`src/rtl/sync_event_arbiter_if.sv`:
```
// Event arbiter bus interface.
//   Bundles the request/handshake/status signals between the event sources plus
//   consumer (master side) and the arbiter (slave side).
//   async_req    master -> slave  asynchronous request lines, rising edge = event
//   evt_ready    master -> slave  consumer accepts the offered event this cycle
//   clr_overrun  master -> slave  single-cycle strobe clearing all sticky overrun bits
//   evt_valid    slave -> master  event offered to the consumer
//   evt_ch       slave -> master  channel index of the offered event
//   pending      slave -> master  per-channel event waiting for grant
//   overrun      slave -> master  sticky per-channel coalescing flag
interface sync_event_arbiter_if #(
  parameter int NUM_CH = 4
);
  localparam int CH_W = $clog2(NUM_CH);

  logic [NUM_CH-1:0] async_req;
  logic              evt_ready;
  logic              clr_overrun;
  logic              evt_valid;
  logic [CH_W-1:0]   evt_ch;
  logic [NUM_CH-1:0] pending;
  logic [NUM_CH-1:0] overrun;

  modport master (
    output async_req, evt_ready, clr_overrun,
    input  evt_valid, evt_ch, pending, overrun
  );

  modport slave (
    input  async_req, evt_ready, clr_overrun,
    output evt_valid, evt_ch, pending, overrun
  );
endinterface

```
`src/rtl/sync_event_arbiter.sv`:
```
// sync_event_arbiter
//   Brings NUM_CH asynchronous request lines into the clk domain, turns each rising
//   edge into a latched pending event and hands the events one at a time to a single
//   consumer, choosing between channels round-robin, over a valid/ready handshake.
// Ports:
//   clk    system clock, everything on posedge
//   n_rst  synchronous active-low reset
//   bus    sync_event_arbiter_if.slave: async_req, evt_ready, clr_overrun in;
//          evt_valid, evt_ch, pending, overrun out
module sync_event_arbiter #(
  parameter int NUM_CH      = 4,
  parameter int SYNC_STAGES = 2
) (
  input  logic                 clk,
  input  logic                 n_rst,
  sync_event_arbiter_if.slave  bus
);

  localparam int CH_W = $clog2(NUM_CH);

  typedef enum logic {
    IDLE,
    OFFER
  } state_t;

  logic [NUM_CH-1:0] sync_q [SYNC_STAGES];
  logic [NUM_CH-1:0] chain_out;
  logic [NUM_CH-1:0] prev_q;
  logic [NUM_CH-1:0] rise;

  logic [NUM_CH-1:0] pending_q;
  logic [NUM_CH-1:0] pending_n;
  logic [NUM_CH-1:0] overrun_q;
  logic [NUM_CH-1:0] overrun_n;
  logic [NUM_CH-1:0] load_mask;

  logic [CH_W-1:0]   last_grant_q;
  logic [CH_W-1:0]   win_ch;
  logic [CH_W-1:0]   idx_c;
  logic              win_found;
  logic              load;

  state_t            state_q;
  logic              evt_valid_q;
  logic [CH_W-1:0]   evt_ch_q;

  // ---- Stage: synchronizer chain and edge history ----
  always_ff @(posedge clk) begin
    if (!n_rst) begin
      for (int s = 0; s < SYNC_STAGES; s++) begin
        sync_q[s] <= '0;
      end
      prev_q <= '0;
    end else begin
      sync_q[0] <= bus.async_req;
      for (int s = 1; s < SYNC_STAGES; s++) begin
        sync_q[s] <= sync_q[s-1];
      end
      prev_q <= chain_out;
    end
  end

  assign chain_out = sync_q[SYNC_STAGES-1];
  // prev resets to 0, so a line already high at reset release yields one event.
  assign rise      = chain_out & ~prev_q;

  // ---- Stage: round-robin winner from the registered pending vector ----
  // Same-cycle rises are not visible here; they only reach pending next edge.
  always_comb begin
    win_found = 1'b0;
    win_ch    = '0;
    idx_c     = '0;
    for (int o = 1; o <= NUM_CH; o++) begin
      idx_c = CH_W'((int'(last_grant_q) + o) % NUM_CH);
      if (!win_found && pending_q[idx_c]) begin
        win_found = 1'b1;
        win_ch    = idx_c;
      end
    end
  end

  // A new event is loaded from IDLE, or in OFFER when the current one transfers.
  assign load = win_found && ((state_q == IDLE) || bus.evt_ready);

  // ---- Stage: pending / overrun bookkeeping ----
  always_comb begin
    load_mask = '0;
    if (load) begin
      load_mask[win_ch] = 1'b1;
    end
    // A rise on the channel being loaded is a fresh event, not a coalesced one.
    pending_n = rise | (pending_q & ~load_mask);
    // Set has priority over the clear strobe.
    overrun_n = (rise & pending_q & ~load_mask)
              | (overrun_q & ~{NUM_CH{bus.clr_overrun}});
  end

  always_ff @(posedge clk) begin
    if (!n_rst) begin
      pending_q <= '0;
      overrun_q <= '0;
    end else begin
      pending_q <= pending_n;
      overrun_q <= overrun_n;
    end
  end

  // ---- Stage: offer FSM with registered handshake outputs ----
  always_ff @(posedge clk) begin
    if (!n_rst) begin
      state_q      <= IDLE;
      evt_valid_q  <= 1'b0;
      evt_ch_q     <= '0;
      last_grant_q <= CH_W'(NUM_CH - 1);
    end else begin
      case (state_q)
        IDLE: begin
          if (load) begin
            evt_ch_q     <= win_ch;
            last_grant_q <= win_ch;
            evt_valid_q  <= 1'b1;
            state_q      <= OFFER;
          end
        end
        OFFER: begin
          // evt_valid/evt_ch hold while the consumer stalls.
          if (bus.evt_ready) begin
            if (load) begin
              evt_ch_q     <= win_ch;
              last_grant_q <= win_ch;
            end else begin
              evt_valid_q <= 1'b0;
              state_q     <= IDLE;
            end
          end
        end
        default: begin
          state_q     <= IDLE;
          evt_valid_q <= 1'b0;
        end
      endcase
    end
  end

  assign bus.evt_valid = evt_valid_q;
  assign bus.evt_ch    = evt_ch_q;
  assign bus.pending   = pending_q;
  assign bus.overrun   = overrun_q;

endmodule

```
`src/flat_wrapper.sv`:
```
// flat-port wrapper written by rule: the top's interface ports become plain ports
module sync_event_arbiter_flat 
#(
  parameter int NUM_CH      = 4,
  parameter int SYNC_STAGES = 2
)
  (clk, n_rst, bus_async_req, bus_evt_ready, bus_clr_overrun, bus_evt_valid, bus_evt_ch, bus_pending, bus_overrun);
  sync_event_arbiter_if #(.NUM_CH(NUM_CH)) bus_i ();
  input  logic clk;
  input  logic n_rst;
  input wire logic [$bits(bus_i.async_req)-1:0] bus_async_req;
  input wire logic [$bits(bus_i.evt_ready)-1:0] bus_evt_ready;
  input wire logic [$bits(bus_i.clr_overrun)-1:0] bus_clr_overrun;
  output wire logic [$bits(bus_i.evt_valid)-1:0] bus_evt_valid;
  output wire logic [$bits(bus_i.evt_ch)-1:0] bus_evt_ch;
  output wire logic [$bits(bus_i.pending)-1:0] bus_pending;
  output wire logic [$bits(bus_i.overrun)-1:0] bus_overrun;
  assign bus_i.async_req = bus_async_req;
  assign bus_i.evt_ready = bus_evt_ready;
  assign bus_i.clr_overrun = bus_clr_overrun;
  assign bus_evt_valid = bus_i.evt_valid;
  assign bus_evt_ch = bus_i.evt_ch;
  assign bus_pending = bus_i.pending;
  assign bus_overrun = bus_i.overrun;
  sync_event_arbiter #(.NUM_CH(NUM_CH), .SYNC_STAGES(SYNC_STAGES)) u_core (.clk(clk), .n_rst(n_rst), .bus(bus_i));
endmodule
```
`config.mk`:
```
export PLATFORM = sky130hd
export DESIGN_NAME = sync_event_arbiter_flat
export DESIGN_NICKNAME = d
export VERILOG_FILES = /design/src/rtl/sync_event_arbiter_if.sv /design/src/rtl/sync_event_arbiter.sv /design/src/flat_wrapper.sv
export SDC_FILE = /design/constraint.sdc
export NUM_CORES = 1
export LEC_CHECK = 0
export CORE_ASPECT_RATIO = 0.8
export CORE_UTILIZATION = 40
export DETAILED_ROUTE_END_ITERATION = 8
export SLEW_MARGIN = 5
export SYNTH_ARGS = -nofsm -noshare
export SYNTH_HDL_FRONTEND = slang
export SYNTH_SLANG_ARGS = --single-unit
```
`constraint.sdc`:
```
create_clock -name clk -period 1.5 [get_ports clk]
set_input_delay 0.3 -clock clk [delete_from_list [all_inputs] [get_ports clk]]
set_output_delay 0.3 -clock clk [all_outputs]
set_load 0.02 [all_outputs]
```
==> impl_metrics.yaml <==
status:
  status: "finished, final reports clean"
yosys:
  synthCells: 106
  syn_area_per_cell_um2: 9.69
  yosys.area.top_type: "dfxtp_1"
  ys_warn_count: 0
  synth_commonest_cells: "dfxtp_1 (26), and2_1 (12), nor2b_1 (10)"
  synth.top_cell.area_share: 0.507
  yosysMostFrequentCell: "dfxtp_1"
  synth_fp_nets: 114
  post_synth_num_cell_types: 27
  synthTopCellsByArea: "dfxtp_1 (51%), and2_1 (7.3%), nor2b_1 (6.1%), o21ai_0 (3.9%), a32oi_1 (3.4%)"
  synth_flop_cell: "dfxtp_1"
  synth_edf_count: 0
  ys_ff_latch: 26
  synth.cell_area_um2: 1030
  synthArstFlopShare: 0
  ys_seq_area_frac: 0.507
floorplan:
  coreArea_um2: 2440
  start_util: 0.421
  io_pins: 19
  die_y_um: 47.3
  die_x_um: 58.7
  die_area_um2: 2780
  rows: 16
setup_path:
  crit_type: "flop to output pin"
  r2r_slack_ps: 130
  critPathMaxFanout: 8
  start_kind: "flop"
  cp.arrival_ps: 1090
  critPathSlowestCell: "dfxtp_2"
  cp_top_family: "flip-flops"
  critical-path-max-stage-delay_ps: 430
  required_ps: 1200
  endpoint_kind: "output pin"
  r2r-end: "u_core.bus.pending[2]"
  rr_worst_depth: 4
  worst-path-buf-inv: 1
  crit_chain: "dlygate4sd2_1"
  r2r-start: "u_core.bus.pending[1]"
  critical_path.startpoint: "u_core.bus.pending[3]"
power:
  p_clk_frac: 0.215
  ir_worst_vdd_mv: 0.622
  power_switching_share: 0.268
  p_int_uw: 940
  p_seq_frac: 0.597
  net-switching-power_uw: 344
  combPwrFrac: 0.188
  p_leak_uw: 0.000534
  pwr_density_cell_nw_per_um2: 1010
grt:
  overflow: 0
  grt.total_usage: 0.151
  grt_pass1_wl_mm: 3.00
  grt_max_degree: 28
  antenna_found_initial: 0
  grt_pass1_vias: 691
clock_tree:
  numCtsBuffers: 3
  cts_root_buf: "clkbuf_4"
  htreeDepth: 1
  cts_buffer_depth: 2
  post-cts-setup-buffers: 0
  clk_pin_slew_ps: 120
  clk_latency_ps: 310
  clock_sink_count: 26
  cts_tree: "built"
routing:
  via_per_inst: 5.04
  drt-initial-drc-count: 12
  vias: 811
  drc: 0
  drt-pass1-iter-count: 4
  finalWirelength_mm: 1.80
  drtAntennaViolNets: 0
  wl_per_cell_um: 11.2
cells_and_area:
  final_cells: 161
  drive_above_1_share: 0.136
  n_fill_cell: 269
  diodes: 0
  syn2layout_area_growth_pct: 23.9
  nNetsFinal: 135
placement:
  dpl.cell_count: 158
  io_buffers: 18
  routabilityCongestion: 0.708
  dp_hpwl_mm: 1.28
sta:
  rsz0062_at_grt: "false"
  post-route-min-period_ps: 1390
  max_slew_margin: 0.807
  worst_pin_slew_ps: 289
  timing.fmax_mhz: 718
  whs_ps: 446
  setup_violations: 0
  finalHoldViolCount: 0
  slew_viol_final: 0
  finClkSkew_ps: 2.69
  post-route-period-util: 0.929
worst_hold_path:
  worstHoldStart: "u_core.sync_q[0][2]"
  min_path_type: "flop to flop"
  hold-path-cell-count: 1
  hold-path-endpoint: "u_core.sync_q[0][6]"
job:
  cap_violations: 0
-- cells by family (layout without fill, tap and decap cells) --
family	count (synthesis)	after routing	share of synthesized area
compound gates	29	29	0.200
simple gates	44	44	0.264
buf+inv	7	26	0.0292
flops	26	26	0.507
-- per-layer routing --
| layer | track usage | part of all wire |
|---|---|---|
| met3 | 0.0606 | 0.051 |
| met4 | 0.0429 | 0.0083 |
| met5 | 0 | 0 |
| met2 | 0.248 | 0.44 |
| met1 | 0.186 | 0.50 |
-- registers in the layout (all words and copies together), names as in the netlist --
name,flops
u_core.prev_q,4
u_core.bus.pending,4
u_core.sync_q,8
u_core.bus.evt_ch,2
u_core.state_q,1
u_core.bus.evt_valid,1
u_core.bus.overrun,4
u_core.last_grant_q,2
-- through the flow --
step           utilization  power (µW)  setup slack [ps]  area, µm²  setup TNS [ps]
2_1_floorplan            -         940              35.4       1030               0
3_3_place_gp         0.514        1030             -27.2       1260           -79.7
3_5_place_dp         0.514        1040             -59.0       1260            -273
4_1_cts              0.520        1310              83.5       1270               0
5_1_grt              0.521        1370              28.4       1270               0
6_report             0.521        1280               106       1270               0
-- final cells by class --
cell class	instances	area, µm²	share of cell area
Sequential cell	26	528	0.415
Multi-Input combinational cell	73	477	0.375
Timing Repair Buffer	22	196	0.154
Clock buffer	3	22.5	0.0177
Tap cell	36	45.0	0.0354
Inverter	1	3.75	0.00295
-- power groups by stage --
| stage | clock [µW] | sequential, µW | combinational [µW] |
|---|---|---|---|
| after detailed placement | 0 | 782 | 253 |
| after floorplan | 0 | 796 | 144 |
| after CTS | 299 | 767 | 243 |
| final | 276 | 766 | 242 |
| after global placement | 0 | 781 | 252 |
| after global routing | 329 | 773 | 269 |
-- layout by cell type, fill, tap and decap left out --
cell             count
a211oi_1             2
a21boi_0             2
a21oi_1              5
a21oi_2              2
a31oi_1              3
a32oi_1              4
and2_1              12
and3_1               2
and3_4               1
buf_4                4
clkbuf_4             3
clkdlybuf4s50_1      7
dfxtp_1             22
dfxtp_2              3
dfxtp_4              1
dlygate4sd2_1       11
inv_1                1
nand2_1              4
nand2b_1             2
nand3_1              2
nor2_1               5
nor2b_1             10
nor3_1               2
nor3b_1              1
nor4_4               1
o211a_1              1
o211ai_1             1
o21ai_0              8
o311a_4              1
or2_2                1
or3b_1               1
-- worst max-delay path by stage --
| stage | endpoint | slack [ps] | cells past startpoint |
|---|---|---|---|
| after global placement | u_core.bus.overrun[2] | -30 | 6 |
| final | bus_pending[3] | 110 | 1 |
| after floorplan | u_core.bus.pending[1] | 40 | 4 |
| after CTS | bus_pending[1] | 80 | 1 |
| after global routing | u_core.bus.pending[0] | 30 | 4 |
| after detailed placement | u_core.bus.overrun[2] | -60 | 6 |
-- what timing repair did --
action / in CTS / in global routing
hold buffers: 0 / 0
hold endpoints to repair: 0 / 0
resized for setup: 15 / 1
endpoints found under the setup margin: 11 / 1
No activity file was read; power rests on OpenSTA's default activity.
==> patch 1, RTL diff (same flow settings) <==
`SYNC_STAGES` is set to 2 in 2 places; all go to 1.
--- a/src/rtl/sync_event_arbiter.sv
+++ b/src/rtl/sync_event_arbiter.sv
@@ -9,7 +9,7 @@
 //          evt_valid, evt_ch, pending, overrun out
 module sync_event_arbiter #(
   parameter int NUM_CH      = 4,
-  parameter int SYNC_STAGES = 2
+  parameter int SYNC_STAGES = 1
 ) (
   input  logic                 clk,
   input  logic                 n_rst,
--- a/src/flat_wrapper.sv
+++ b/src/flat_wrapper.sv
@@ -2,7 +2,7 @@
 module sync_event_arbiter_flat 
 #(
   parameter int NUM_CH      = 4,
-  parameter int SYNC_STAGES = 2
+  parameter int SYNC_STAGES = 1
 )
   (clk, n_rst, bus_async_req, bus_evt_ready, bus_clr_overrun, bus_evt_valid, bus_evt_ch, bus_pending, bus_overrun);
   sync_event_arbiter_if #(.NUM_CH(NUM_CH)) bus_i ();
Check against the original RTL: not equivalent (Yosys sat finds a counterexample within 4 cycles, from zero or initial values and one cycle with n_rst low).
==> patch 1 against the original RTL <==
  * The run now ends with DRC left
  * Utilization is 6.0 points higher
  * Combinational power is 59% higher
  * Routed wire length is 18% higher
  * Sequential cell count is 4 lower
  * Worst setup slack worse by 38 ps
  * Non-clock buffer count is 7 higher
  * Cell area is 1.1% higher
  * Synthesized area is 6.8% lower
  * Total power is 20% higher
  * Die area is 6.6% lower
  * Via count is 6.8% higher
  * Fmax is 2.6% lower
  * Largest cell class is now multi-input gates
  * Largest power group unchanged
==> patch 1: results (changes against the original RTL) <==
- HPWL Detailed: 1.61 mm (was 1.28 mm)
- Initial antenna violation count: 0 (unchanged)
- P_leak: 0.572 nW (was 0.534 nW)
- CTS Buffer Depth: 2 (unchanged)
- Area share of xor/xnor cells in the synthesized design: 0 (unchanged)
- Top post-synthesis cells by area: dfxtp_1 (46%), and2_1 (5.9%), nor2b_1 (4.6%) (was dfxtp_1 (51%), and2_1 (7.3%), nor2b_1 (6.1%))
- Initial DRT Pass Iterations: 6 (was 4)
- # DRC: 6 (was 0)
- Maximum fanout along the worst path: 7 (was 8)
- CTS Root Cell: clkbuf_4 (unchanged)
- Dpl cell area: 0.00124 sq mm (was 0.00126 sq mm)
- Final hold vios: 0 (unchanged)
- CP delay by family, top: flip-flops (unchanged)
- Setup Buffers After CTS: 0 (unchanged)
- Vias post-DR: 866 (was 811)
- Max stage delay cell, worst path: dfxtp_2 (unchanged)
- N_diodes: 0 (unchanged)
- Compound-Gate Fraction of Synth Area: 0.195 (was 0.200)
- Ys Warns: 0 (unchanged)
- Global-route wire length before repair: 3.60 mm (was 3.00 mm)
- Drt total wl: 2.13 mm (was 1.80 mm)
- Share of layout cells above drive strength 1: 0.226 (was 0.136)
- Most instantiated cells after synthesis: dfxtp_1 (22), and2_1 (9), nor2_1 (7), nor2b_1 (7) (was dfxtp_1 (26), and2_1 (12), nor2b_1 (10))
- Slew HR: 0.813 (was 0.807)
- Reg clk slew, reported paths: 130 ps
- Synthesized Nets: 111 (was 114)
- Num CTS Buffers: 3 (unchanged)
- Pre-CTS setup slack: -182 ps (was -59.0 ps)
- Peak VDD IR: 0.000703 V (was 0.000622 V)
- Status: finished, violations left (was complete, no violations)
- CP arrival: 1130 ps (was 1090 ps)
- Failing checks: DRC
- Skew final: 7.68 ps (was 2.69 ps)
- Net count reported at finish: 142 (was 135)
- Largest net degree at the start of global routing: 14 (was 28)
- 1st-iter DRT viols: 39 (was 12)
- Async SR Flop Fraction: 0 (unchanged)
- Worst skew pair latency: 310 ps (about the same)
- GP Congestion: 0.842 (was 0.708)
- H-tree depth: 1 (unchanged)
- Proportion of synthesized chip area in sequential cells: 0.460 (was 0.507)
- Gr usage total: 0.187 (was 0.151)
- Fin cells: 158 (was 161)
- Max incr delay on CP: 450 ps (was 430 ps)
- Adder-cell area share of the yosys netlist: 0 (unchanged)
- Vias in the first global route: 767 (was 691)
- Buffers on Ports: 18 (unchanged)
- Inst Count DP: 154 (was 158)
- Fraction of synthesized area in multiplexers: 0 (unchanged)
- Post-synthesis cell count: 103 (was 106)
- # fillers: 222 (was 269)
- # resized after CTS: 15 (unchanged)
- Yosys cell types: 32 (was 27)
## patch 1: cell count changes after synthesis, moves of 3 or more
| cell | change |
|---|---|
| and2_1 | -3 |
| dfxtp_1 | -4 |
| nand3_1 | +3 |
| buf_2 | -3 |
| o21ai_0 | -3 |
| nor2b_1 | -3 |
## patch 1: cell families after synthesis
family,after synthesis
AND/OR/NAND/NOR,51
AO/OA/AOI/OAI,27
flip-flops,22
buffers and inverters,3
## patch 1: area by class of cell
type | instances | area, sq um | share of cell area
Timing Repair Buffer | 29 | 249 | 0.194
Clock inverter | 1 | 30.0 | 0.0233
Multi-Input combinational cell | 78 | 507 | 0.394
Tap cell | 25 | 31.3 | 0.0243
Clock buffer | 3 | 22.5 | 0.0175
Sequential cell | 22 | 447 | 0.347
## patch 1: worst register-to-register path: cells and delay by family, from the launching register on
family	cells	cell delay [ps]
and+or+nand+nor	2	630
DFF	1	400
buffers and inverters	1	150
AOI/OAI and AO/OA	1	150
## patch 1: final timing paths
| path | start | endpoint | slack [ps] | depth (start not counted) |
|---|---|---|---|---|
| setup / recovery | u_core.bus.pending[0]$_SDFF_PN0_ | bus_pending[0] | 70 | 1 |
| hold / removal | u_core.sync_q[0][1]$_SDFF_PN0_ | u_core.prev_q[1]$_SDFF_PN0_ | 460 | 1 |
| setup reg to reg | u_core.bus.pending[3]$_SDFF_PN0_ | u_core.bus.pending[1]$_SDFF_PN0_ | 110 | 4 |
| hold reg to reg | u_core.sync_q[0][1]$_SDFF_PN0_ | u_core.prev_q[1]$_SDFF_PN0_ | 460 | 1 |
## patch 1: per-layer routing
layer,routed length [um],track usage,up-vias
li1,-,-,430
met1,1090,0.256,412
met2,914,0.295,22
met3,105,0.0625,2
met4,15,0.0300,0
met5,0,0,-
## patch 1: power by group
| group | total [mW] | internal (mW) | switching [mW] | leakage [nW] |
|---|---|---|---|---|
| combinational | 0.385 | 0.180 | 0.205 | 0.362 |
| sequential | 0.698 | 0.639 | 0.0584 | 0.182 |
| clock | 0.458 | 0.270 | 0.188 | 0.0279 |
| total | 1.54 | 1.09 | 0.451 | 0.572 |
==> patch 2, RTL diff (same flow settings) <==
Made on the original files. Take the reset off `pending_q` and load it in a clocked block of its own.
--- a/src/rtl/sync_event_arbiter.sv
+++ b/src/rtl/sync_event_arbiter.sv
@@ -97,12 +97,14 @@
 
   always_ff @(posedge clk) begin
     if (!n_rst) begin
-      pending_q <= '0;
       overrun_q <= '0;
     end else begin
-      pending_q <= pending_n;
       overrun_q <= overrun_n;
     end
+  end
+
+  always_ff @(posedge clk) begin
+    pending_q <= pending_n;
   end
 
   // ---- Stage: offer FSM with registered handshake outputs ----
Check against the original RTL: differs if n_rst is asserted again (counterexample within 4 cycles, from zero or initial values and one cycle with n_rst low); with n_rst held inactive, the same outputs for 10 cycles.
==> patch 2 against the original RTL <==
  * Synthesized cell count decreased by 10%
  * Sequential share of layout area increased by 0.30 points
  * Global-route usage decreased by 0.28 points
  * First-iteration DRC count increased by 75%
  * Sequential cell count unchanged
  * Cell area decreased by 1.2%
  * Synthesized area decreased by 8.0%
  * Worst setup slack got worse by 58 ps
  * Routed wire length decreased by 9.2%
  * Register-to-register slack got worse by 80 ps
  * Clock skew about the same
  * Highest routed layer unchanged
Power is not compared: it rests on default switching activity, and its combinational part moved more than twofold at a synthesized area within 25%.
==> patch 2: results (changes against the original RTL) <==
- Average size of a mapped cell: 9.94 sq um (was 9.69 sq um)
- R2R depth: 5 (was 4)
- Switching share of power: 0.361
- Wire per inst: 11.2 um (about the same)
- CTS Buffer Depth: 2 (unchanged)
- Most instantiated cells after synthesis: dfxtp_1 (26), and2_1 (12), o21ai_1 (12) (was dfxtp_1 (26), and2_1 (12), nor2b_1 (10))
- GP Congestion: 0.763 (was 0.708)
- Worst skew pair latency: 320 ps
- HPWL Detailed: 1.17 mm (was 1.28 mm)
- Fin cells: 146 (was 161)
- Peak VDD IR: 0.00111 V
- Skew final: 2.43 ps (was 2.69 ps)
- N_diodes: 0 (unchanged)
- Antenna Nets Post-Route: 0 (unchanged)
- Worst reg2reg endpoint: u_core.bus.overrun[2]$_SDFF_PN0_ (was u_core.bus.pending[2]$_SDFF_PN0_)
- Buffers on Ports: 18 (unchanged)
- Global-route wire length before repair: 2.82 mm (was 3.00 mm)
- Gr usage total: 0.148 (was 0.151)
- Num CTS Buffers: 3 (unchanged)
- Status: complete, no violations (unchanged)
- Reg2reg setup slack: 50 ps (was 130 ps)
- Vias per cell: 4.80 (was 5.04)
- Maximum fanout along the worst path: 7 (was 8)
- Net count reported at finish: 130 (was 135)
- H-tree depth: 1 (unchanged)
- Hold Slack: 414 ps (was 446 ps)
- Most flops, register: u_core.sync_q (unchanged)
- Synthesized Nets: 103 (was 114)
- Proportion of synthesized chip area in sequential cells: 0.551 (was 0.507)
- Top post-synthesis cells by area: dfxtp_1 (55%), and2_1 (7.9%), o21ai_1 (6.4%) (was dfxtp_1 (51%), and2_1 (7.3%), nor2b_1 (6.1%))
- Hold crit path type: flop to flop (unchanged)
- Hold Crit Start: u_core.prev_q[3]$_SDFF_PN0_ (was u_core.sync_q[0][2]$_SDFF_PN0_)
- P_leak: 0.525 nW
- Finish-stage setup viols: 0 (unchanged)
- Reg-to-Reg Start: u_core.bus.pending[1]$_DFF_P_ (was u_core.bus.pending[1]$_SDFF_PN0_)
- Slew HR: 0.775 (was 0.807)
- Hold endpoint: u_core.bus.pending[3]$_DFF_P_ (was u_core.sync_q[0][6]$_SDFF_PN0_)
- Initial antenna violation count: 0 (unchanged)
- Reg clk slew, reported paths: 140 ps (was 120 ps)
- Dpl cell area: 0.00119 sq mm (was 0.00126 sq mm)
- Share of layout cells above drive strength 1: 0.190 (was 0.136)
- CP arrival: 1680 ps (was 1090 ps)
- # DRC: 0 (unchanged)
- Hold Path Stages: 1 (unchanged)
- CTS Root Cell: clkbuf_4 (unchanged)
- Yosys cell types: 27 (unchanged)
- Async SR Flop Fraction: 0 (unchanged)
- Initial DRT Pass Iterations: 4 (unchanged)
- Largest net degree at the start of global routing: 23 (was 28)
- Ys Warns: 0 (unchanged)
- Inst Count DP: 142 (was 158)
- Vias in the first global route: 632 (was 691)
- 1st-iter DRT viols: 21 (was 12)
patch 2: cell types whose count changed after synthesis, sizes merged, moves of 4 or more:
cell	before	now
nor2b	10	2
nand2b	2	7
nand3b	0	4
inv	1	5
a32oi	4	0
a21oi	7	2
o21ai	8	14
patch 2: worst max-delay path by stage:
| stage | from | cells past startpoint | endpoint |
|---|---|---|---|
| 6_report | u_core.bus.pending[1]$_DFF_P_ | 5 | u_core.bus.overrun[2]$_SDFF_PN0_ |
| 2_1_floorplan | u_core.bus.pending[1]$_DFF_P_ | 5 | u_core.bus.overrun[2]$_SDFF_PN0_ |
| 3_5_place_dp | bus_evt_ready | 6 | u_core.bus.pending[1]$_DFF_P_ |
| 5_1_grt | u_core.bus.pending[1]$_DFF_P_ | 5 | u_core.bus.pending[2]$_DFF_P_ |
| 3_3_place_gp | bus_evt_ready | 6 | u_core.bus.pending[1]$_DFF_P_ |
| 4_1_cts | u_core.bus.pending[1]$_DFF_P_ | 1 | bus_pending[1] |
patch 2: timing repair:
action / in CTS / in global routing
endpoints found under the setup margin: 11 / 12
pin swaps: 0 / 1
setup buffers: 0 / 0
gates resized for setup: 11 / 7
patch 2: logic make-up after synthesis:
group	synth area share
AND/OR/NAND/NOR	0.253
flip-flops	0.551
AO/OA/AOI/OAI	0.158
buffers and inverters	0.0278
multiplexers	0.0106
patch 2: routing by layer:
layer	GRT usage	vias up	wire, um
met1	0.188	313	859
met2	0.236	14	687
met4	0.0439	0	12
met3	0.0597	2	76
li1	-	372	-
met5	0	-	0
patch 2: through the flow:
step	TNS, ps	worst slack (ps)
finish	0	48.0
global route	-25.3	-14.7
CTS	0	43.1
detailed placement	-1030	-119
global placement	-628	-86.4
floorplan	0	114
patch 2: layout make-up:
type                       count  area [sq um]
sequential                    26           526
fill                         206           938
clock inverter                 1          30.0
multi-input combinational     62           418
clock buffer                   3          22.5
inverter                       5          18.8
tap                           25          31.3
timing repair buffer          24           211
patch 2: power by group through the flow:
stage                     logic (mW)  clock network, mW  registers (mW)
after floorplan                0.465                  0            1.11
after global placement         0.977                  0            1.01
after detailed placement       0.976                  0            1.01
after CTS                      0.912              0.487           0.995
after global routing            1.05              0.523            1.06
final                          0.963              0.480            1.03
patch 2: worst max-delay path, cell delays in order, from the launching register on:
cell and delay, ps:
dfxtp_2 390, or2_1 250, a311oi_2 310, nand2_2 120, o21ai_1 200, o21ai_1 90
